===== src/rtl/jimmy_pkg.sv =====
// Shared constants and types for the jimmy CPU and its port peripherals.
package jimmy_pkg;

    localparam int unsigned DATA_W = 8;
    localparam int unsigned PORT_N = 4;

    typedef logic [DATA_W-1:0] data_t;
    typedef logic [PORT_N-1:0] strobe_t;

endpackage


===== src/rtl/jimmy_in_fifo_strobe_fall_detect.sv =====
// Falling-edge detector for a CPU port strobe; the previous level is registered.
module strobe_fall_detect (
    input  logic clk,
    input  logic reset,
    input  logic strobe,
    output logic fall
);

    logic strobe_q;

    always_ff @(posedge clk) begin
        if (reset) begin
            strobe_q <= 1'b0;
        end else begin
            strobe_q <= strobe;
        end
    end

    // High during the cycle in which the strobe has just dropped.
    assign fall = strobe_q && !strobe;

endmodule


===== src/rtl/jimmy_in_fifo.sv =====
// Buffered input-port responder: producer bytes are queued and presented on the
// CPU in_port; each falling edge of in_strobe retires the head entry.
module jimmy_in_fifo
    import jimmy_pkg::*;
#(
    parameter int unsigned      DEPTH       = 16,
    parameter int unsigned      WIDTH       = DATA_W,
    parameter logic [WIDTH-1:0] EMPTY_VALUE = '0
) (
    input  logic                   clk,
    input  logic                   reset,
    input  logic [WIDTH-1:0]       wr_data,
    input  logic                   wr_valid,
    output logic                   wr_ready,
    output logic [WIDTH-1:0]       in_port,
    input  logic                   in_strobe,
    output logic                   empty,
    output logic                   full,
    output logic [$clog2(DEPTH):0] count,
    output logic [7:0]             pop_count,
    output logic                   underflow
);

    localparam int unsigned PTR_W = $clog2(DEPTH);
    localparam int unsigned CNT_W = PTR_W + 1;

    logic [WIDTH-1:0] mem [DEPTH];
    logic [PTR_W-1:0] wr_ptr;
    logic [PTR_W-1:0] rd_ptr;
    logic             pop_req;
    logic             push;
    logic             pop;

    strobe_fall_detect u_fall (
        .clk    (clk),
        .reset  (reset),
        .strobe (in_strobe),
        .fall   (pop_req)
    );

    assign empty    = (count == CNT_W'(0));
    assign full     = (count == CNT_W'(DEPTH));
    assign wr_ready = !full;
    assign push     = wr_valid && !full;
    assign pop      = pop_req && !empty;

    // Head is driven straight from storage so it holds steady under a read.
    assign in_port = empty ? EMPTY_VALUE : mem[rd_ptr];

    always_ff @(posedge clk) begin
        if (push) begin
            mem[wr_ptr] <= wr_data;
        end
    end

    always_ff @(posedge clk) begin
        if (reset) begin
            wr_ptr    <= '0;
            rd_ptr    <= '0;
            count     <= '0;
            pop_count <= '0;
            underflow <= 1'b0;
        end else begin
            if (push) begin
                wr_ptr <= wr_ptr + PTR_W'(1);
            end
            if (pop) begin
                rd_ptr    <= rd_ptr + PTR_W'(1);
                pop_count <= pop_count + 8'(1);
            end
            if (pop_req && empty) begin
                underflow <= 1'b1;
            end
            case ({push, pop})
                2'b10:   count <= count + CNT_W'(1);
                2'b01:   count <= count - CNT_W'(1);
                default: count <= count;
            endcase
        end
    end

endmodule


===== config.mk =====
export PLATFORM = sky130hd
export DESIGN_NAME = jimmy_in_fifo
export DESIGN_NICKNAME = d
export VERILOG_FILES = /design/src/rtl/jimmy_pkg.sv /design/src/rtl/jimmy_in_fifo_strobe_fall_detect.sv /design/src/rtl/jimmy_in_fifo.sv
export SDC_FILE = /design/constraint.sdc
export NUM_CORES = 1
export LEC_CHECK = 0
export ABC_AREA = 1
export ABC_CLOCK_PERIOD_IN_PS = 2000
export CAP_MARGIN = 10
export CORE_AREA = 10 10 130 132
export CTS_CLUSTER_DIAMETER = 50
export CTS_CLUSTER_SIZE = 8
export DETAILED_ROUTE_END_ITERATION = 10
export DIE_AREA = 0 0 140 142
export PLACE_DENSITY = 0.76
export SKIP_LAST_GASP = 1
export SYNTH_ARGS = -nofsm -noshare
export SYNTH_HDL_FRONTEND = slang
export SYNTH_SLANG_ARGS = --single-unit

===== constraint.sdc =====
create_clock -name clk -period 2 [get_ports clk]
set_clock_uncertainty 0.1 [all_clocks]
set_input_delay 0.4 -clock clk [delete_from_list [all_inputs] [get_ports clk]]
set_output_delay 0.4 -clock clk [all_outputs]
set_load 0.03 [all_outputs]

# ---- Word-level counts from Yosys, hierarchy flattened
# Memories as Yosys holds them, arrays and structs flattened. A register that Yosys moved wholly into a read port is not among the register bits.
# Cells that the tools add are included.
dict set report classes {
  n_addsub 5
  n_eq_ne 3
  mux 6
  n_reduce_logical 9
}
# cell n
set ops {}
lappend ops {{5-bit one-hot mux with 2 select lines} 1}
lappend ops {{4-bit by 1-bit adder with 4-bit output (second input constant)} 2}
lappend ops {{8-bit by 1-bit adder with 8-bit output (second input constant)} 1}
lappend ops {{4-bit two-way mux} 2}
lappend ops {{8-bit two-way mux} 1}
lappend ops {{5-bit by 1-bit adder with 5-bit output (second input constant)} 1}
lappend ops {{5-bit == test (second input constant)} 1}
lappend ops {{5-bit zero test} 1}
lappend ops {{5-bit by 1-bit subtractor with 5-bit output (second input constant)} 1}
lappend ops {{1-bit logical AND} 4}
lappend ops {{1-bit zero test} 3}
lappend ops {{2-bit by 1-bit == test with 1-bit output (second input constant)} 1}
lappend ops {{2-bit == test (second input constant)} 1}
lappend ops {{1-bit two-way mux} 2}
lappend ops {{2-bit nonzero test} 1}
dict set report totals {
  ff_bits 23
  ramBits 128
  in_bits 12
  out_inout_bits 25
  elab_cells 30
  memories 1
}
# memory words word_bits rd rd_clocked_by_memory_dff write_ports line_no
set mem_list {}
lappend mem_list {mem 16 8 1 1 1 jimmy_in_fifo.sv:27} ;# logic [WIDTH-1:0] mem [DEPTH];

# ---- Longest topological paths before layout
dict set report logic_depth {
  depth_word 5
  depth_mapped 16
  mapped_depth_nobuf 14
}

# ---- Modules after synthesis
# Synthesis repeated with hierarchy kept, for this count alone.
dict set report unflattened {
  cells_unflattened 549
  area_unflattened_um2 6384.9
}
# module n_inst cells_each area_per_inst_um2 seq_area_each_um2
set modules_own_cells {}
lappend modules_own_cells {jimmy_in_fifo 1 544 6347.3 4364.2}
lappend modules_own_cells {strobe_fall_detect 1 5 37.5 20.0}

# ---- Least setup slack after synthesis
# Ideal clock, no wire load.
dict set report synth_timing {
  path_kind {register to register}
  start {reg count[0]}
  end {reg count[2]}
  setup_time_ns 0.115
  arrival_time_ns 2.147
  setup_slack_ns -0.362
  path_stages_with_launch 15
  n_path_buf 2
  cell_sequence {dfxtp_1 > nor2_1 > nand3_2 > nand2_4 > inv_4 > buf_6 > ha_1 > clkbuf_2 > xor2_1 > ha_1 > inv_1 > nand2_2 > xor2_1 > o21ai_0 > inv_1}
}
dict set report synth_via {
  elab_chain_len 5
  elab_cells_between_ends 12
  classes_between {add/sub: 2; eq/ne: 3; mux: 1; reduce/logical: 6}
}
# item line_no
set synth_lines {}
lappend synth_lines {{start: declaration} jimmy_in_fifo.sv:19} ;# output logic [$clog2(DEPTH):0] count,
lappend synth_lines {{start signal: assignment} jimmy_in_fifo.sv:75} ;# 2'b10: count <= count + CNT_W'(1);
lappend synth_lines {{start signal: assignment} jimmy_in_fifo.sv:76} ;# 2'b01: count <= count - CNT_W'(1);
lappend synth_lines {{start signal: assignment} jimmy_in_fifo.sv:77} ;# default: count <= count;
lappend synth_lines {{5-bit zero test *} jimmy_in_fifo.sv:41} ;# assign empty = (count == CNT_W'(0));
lappend synth_lines {{1-bit zero test *} jimmy_in_fifo.sv:45} ;# assign pop = pop_req && !empty;
lappend synth_lines {{1-bit logical AND *} jimmy_in_fifo.sv:45}
lappend synth_lines {{via pop} jimmy_in_fifo.sv:32} ;# logic pop;
lappend synth_lines {{2-bit by 1-bit == test with 1-bit output / 2-bit == test (equally long branches)} jimmy_in_fifo.sv:74} ;# case ({push, pop})
lappend synth_lines {{5-bit one-hot mux with 2 select lines / 2-bit nonzero test (equally long branches)} -}
# Mark *: on every way through the listed nets, which the timed path passes. The rest lies on a longest branch.
# A chain may end at the register's enable or synchronous reset.

==> metrics.txt <==
outcome complete, but fails checks; failing checks negative setup slack; DRT Pass-1 Iters 5; final hold vios 0; slew of the pin with the lowest slew margin 0.665 ns; fin crit period 2.58 ns; worst hold stages 2; Max Transition Viols Final 0; total inserted antenna cells 0; clock buffer depth 2; most frequent CP cell buf_12; post-place setup slack -0.361 ns; Worst EP required approximately 1.5 ns; Worst Hold Class reg -> reg; antenna-violating nets left 0; Starting Density 44.4%; area occupied by registers 4410 um^2; area of the multi-input gates slightly below 2000 um^2; crit-path cells buf_12 -> buf_12 -> o21ai_2 -> o221ai_2 -> nand3_2 -> a21oi_4 -> buf_6; Vias 4720; CTS sink count between 150 and 200; fmax 388 MHz; full die area 19900 um^2; DP HPWL 9930 um; post-synthesis register bit count ~160; WHS Endpoint underflow$_SDFFE_PP0P_; vias in the first global route between 4000 and 5000; count of cell types in the netlist 32; CP arrival 2.08 ns; Port Buffer Count 36; WL/cell between 20 and 25 um; share of cells above drive strength 1 a little over a quarter; Slowest-stage cell, CP dfxtp_4; CP max stage delay 0.49 ns; Hold WS around 0.38 ns; startpoint class of the critical path register; fillers 1085; worst rel slew slack a little under three fifths; first-pass GRT wire length roughly 25000 um; Max H-tree Level 4; Reg2Reg Setup Slack 0.02 ns; Hold Crit Start underflow$_SDFFE_PP0P_; Worst Reg-to-Reg Cells 13; Core Box Area 14300 um^2; CTS tree done; most frequent cells in the layout 128 x edfxtp_1, 116 x nor2_1, 53 x o21ai_0; io pins 37; maximum vdd drop about 0.67 mV; MaxCap Viol Count 0; GPL Wtd Cong 0.851; WS Path Type reg -> out; final setup vio count 8; Via density 5.67; placed cell area 7290 um^2; DR iter-0 viols 529; warning count from the yosys run 0; GR Util All Layers 15.9%; setup_tns -4.03 ns; P&R area growth vs syn 32.9%; CP top delay family compound AO/OA/AOI/OAI gates; DRC 0; Site Rows 44; Pwr Total 8.45 mW; CP bufs+invs 3; worst r2r dst count[4]$_SDFFE_PP0P_; Remaining Overflow, GRT 0; reg-to-reg critical path startpoint count[1]$_SDFFE_PP0P_; Nets roughly 660; Avg Cell Area, Syn about 12 um^2; critical path fanouts, max 6; post-synthesis sequential area ratio 69.1%; Die H 142 um; Net Count, Synth about 560; Worst-path clk slew around 0.06 ns; drt total wl around 17000 um; Final period util 129%; Syn Inst Count 539; commonest non-fill, non-tap cell in the layout edfxtp_1; root buf cell clkbuf_16; Die Width 140 um; power per cell area 1000 nW/um^2; RSZ-0062 raised after global routing true; largest net degree at the start of global routing 24; Post-Syn Area 6350 um^2; initial antenna violation count 0; worst skew pair latency 0.42 ns; Num CTS Buffers 17; Final Cell Area 8440 um^2; hold_buf cts 0; final worst slack -0.581 ns; crit end category output port; Lkg Pwr 3.05 nW
==> stage by stage <==
| step | utilization (%) | std cells |
|---|---|---|
| floorplan | - | 539 |
| global placement | 51.0 | 783 |
| detailed placement | 51.0 | 783 |
| CTS | 56.4 | 819 |
| global route | 59.0 | 832 |
| finish | 59.0 | 832 |
==> worst min-delay path: stages, from the launching register on <==
cell	delay, ns
dfxtp_1	0.33
a21oi_1	0.05
nor2_1	0.07
==> cell usage after synthesis <==
master      n  area (um^2)
a21oi_2     2         17.5
edfxtp_1  128         3840
inv_4       2         12.5
o21ai_0    77          385
nand4_1     3         18.8
nand3_1    20          100
nand4_4     1         21.3
nand3_2     4         40.0
inv_1      26         97.6
inv_2       1         3.75
buf_2       8         40.0
clkbuf_1   15         56.3
o21ai_1     4         20.0
buf_4       2         15.0
nor2_1    119          447
o221ai_1   24          210
a21oi_1    19         95.1
clkbuf_2    1         5.00
o22ai_1     8         50.1
ha_1        8          100
nand2_2     1         6.26
nor3_1      1         5.00
buf_6       1         11.3
nand2_1    22         82.6
clkinv_1    1         3.75
o21a_1      2         15.0
nor2_4      1         11.3
nor2_2      3         18.8
xnor2_1     1         8.76
xor2_1      5         43.8
dfxtp_1    27          541
nand2_4     2         22.5
==> area by class of cell <==
| type | count | area share (%) |
|---|---|---|
| Inverter | 30 | 1.60 |
| Multi-Input combinational cell | 327 | 23.5 |
| Clock inverter | 15 | 2.03 |
| Timing Repair Buffer | 103 | 12.8 |
| Sequential cell | 155 | 52.2 |
| Timing Repair inverter | 1 | 0.104 |
| Tap cell | 184 | 2.73 |
| Clock buffer | 17 | 5.04 |
==> logic make-up (layout without fill, tap and decap cells) <==
| kind of cell | Yosys count | count (layout) | synth area share, % |
|---|---|---|---|
| XOR/XNOR | 6 | 6 | 0.828 |
| adder cells (fa/ha/maj) | 8 | 8 | 1.58 |
| AND/OR/NAND/NOR | 177 | 177 | 12.2 |
| AO/OA/AOI/OAI | 136 | 136 | 12.5 |
| flip-flops | 155 | 155 | 69.1 |
| buffers and inverters | 57 | 166 | 3.86 |
==> where the power goes <==
part / switching [mW] / total (mW) / internal (mW)
sequential: 0.0767 / 3.67 / 3.59
combinational: 0.907 / 1.51 / 0.599
clock: 1.31 / 3.28 / 1.96
total: 2.30 / 8.45 / 6.15
==> sequential cells by signal, indices dropped and copies added, names as in the netlist, named ones only <==
| signal | cells |
|---|---|
| u_fall.strobe_q | 1 |
| rd_ptr | 4 |
| underflow | 1 |
| wr_ptr | 4 |
| pop_count | 8 |
| mem | 128 |
| count | 5 |
==> how the worst max path moves through the flow <==
stage | from | to | slack (ns) | depth (start not counted)
2_1_floorplan | count[3]$_SDFFE_PP0P_ | count[2]$_SDFFE_PP0P_ | -0.12 | 14
5_1_grt | register | in_port[5] | -0.62 | 8
3_5_place_dp | in_strobe | count[4]$_SDFFE_PP0P_ | -0.36 | 14
3_3_place_gp | in_strobe | count[4]$_SDFFE_PP0P_ | -0.29 | 14
6_report | register | in_port[5] | -0.58 | 7
4_1_cts | register | in_port[5] | -0.45 | 7
==> routing by layer <==
| layer | wire length, um | share of wire, % | up-vias | global-route usage, % |
|---|---|---|---|---|
| met5 | 0 | 0 | - | 0 |
| met4 | 349 | 2.1 | 0 | 5.71 |
| met3 | 1740 | 10 | 32 | 5.41 |
| met2 | 8380 | 50 | 274 | 26.5 |
| met1 | 6390 | 38 | 2270 | 18.8 |
| li1 | - | - | 2144 | - |
==> timing repair <==
action                                  CTS  global route
gates resized for setup                  49            56
endpoints found under the setup margin   22            12
cloned                                    3             5
setup buffers                             1             9
pin swaps                                11            34
No activity file was read; power rests on OpenSTA's default activity.
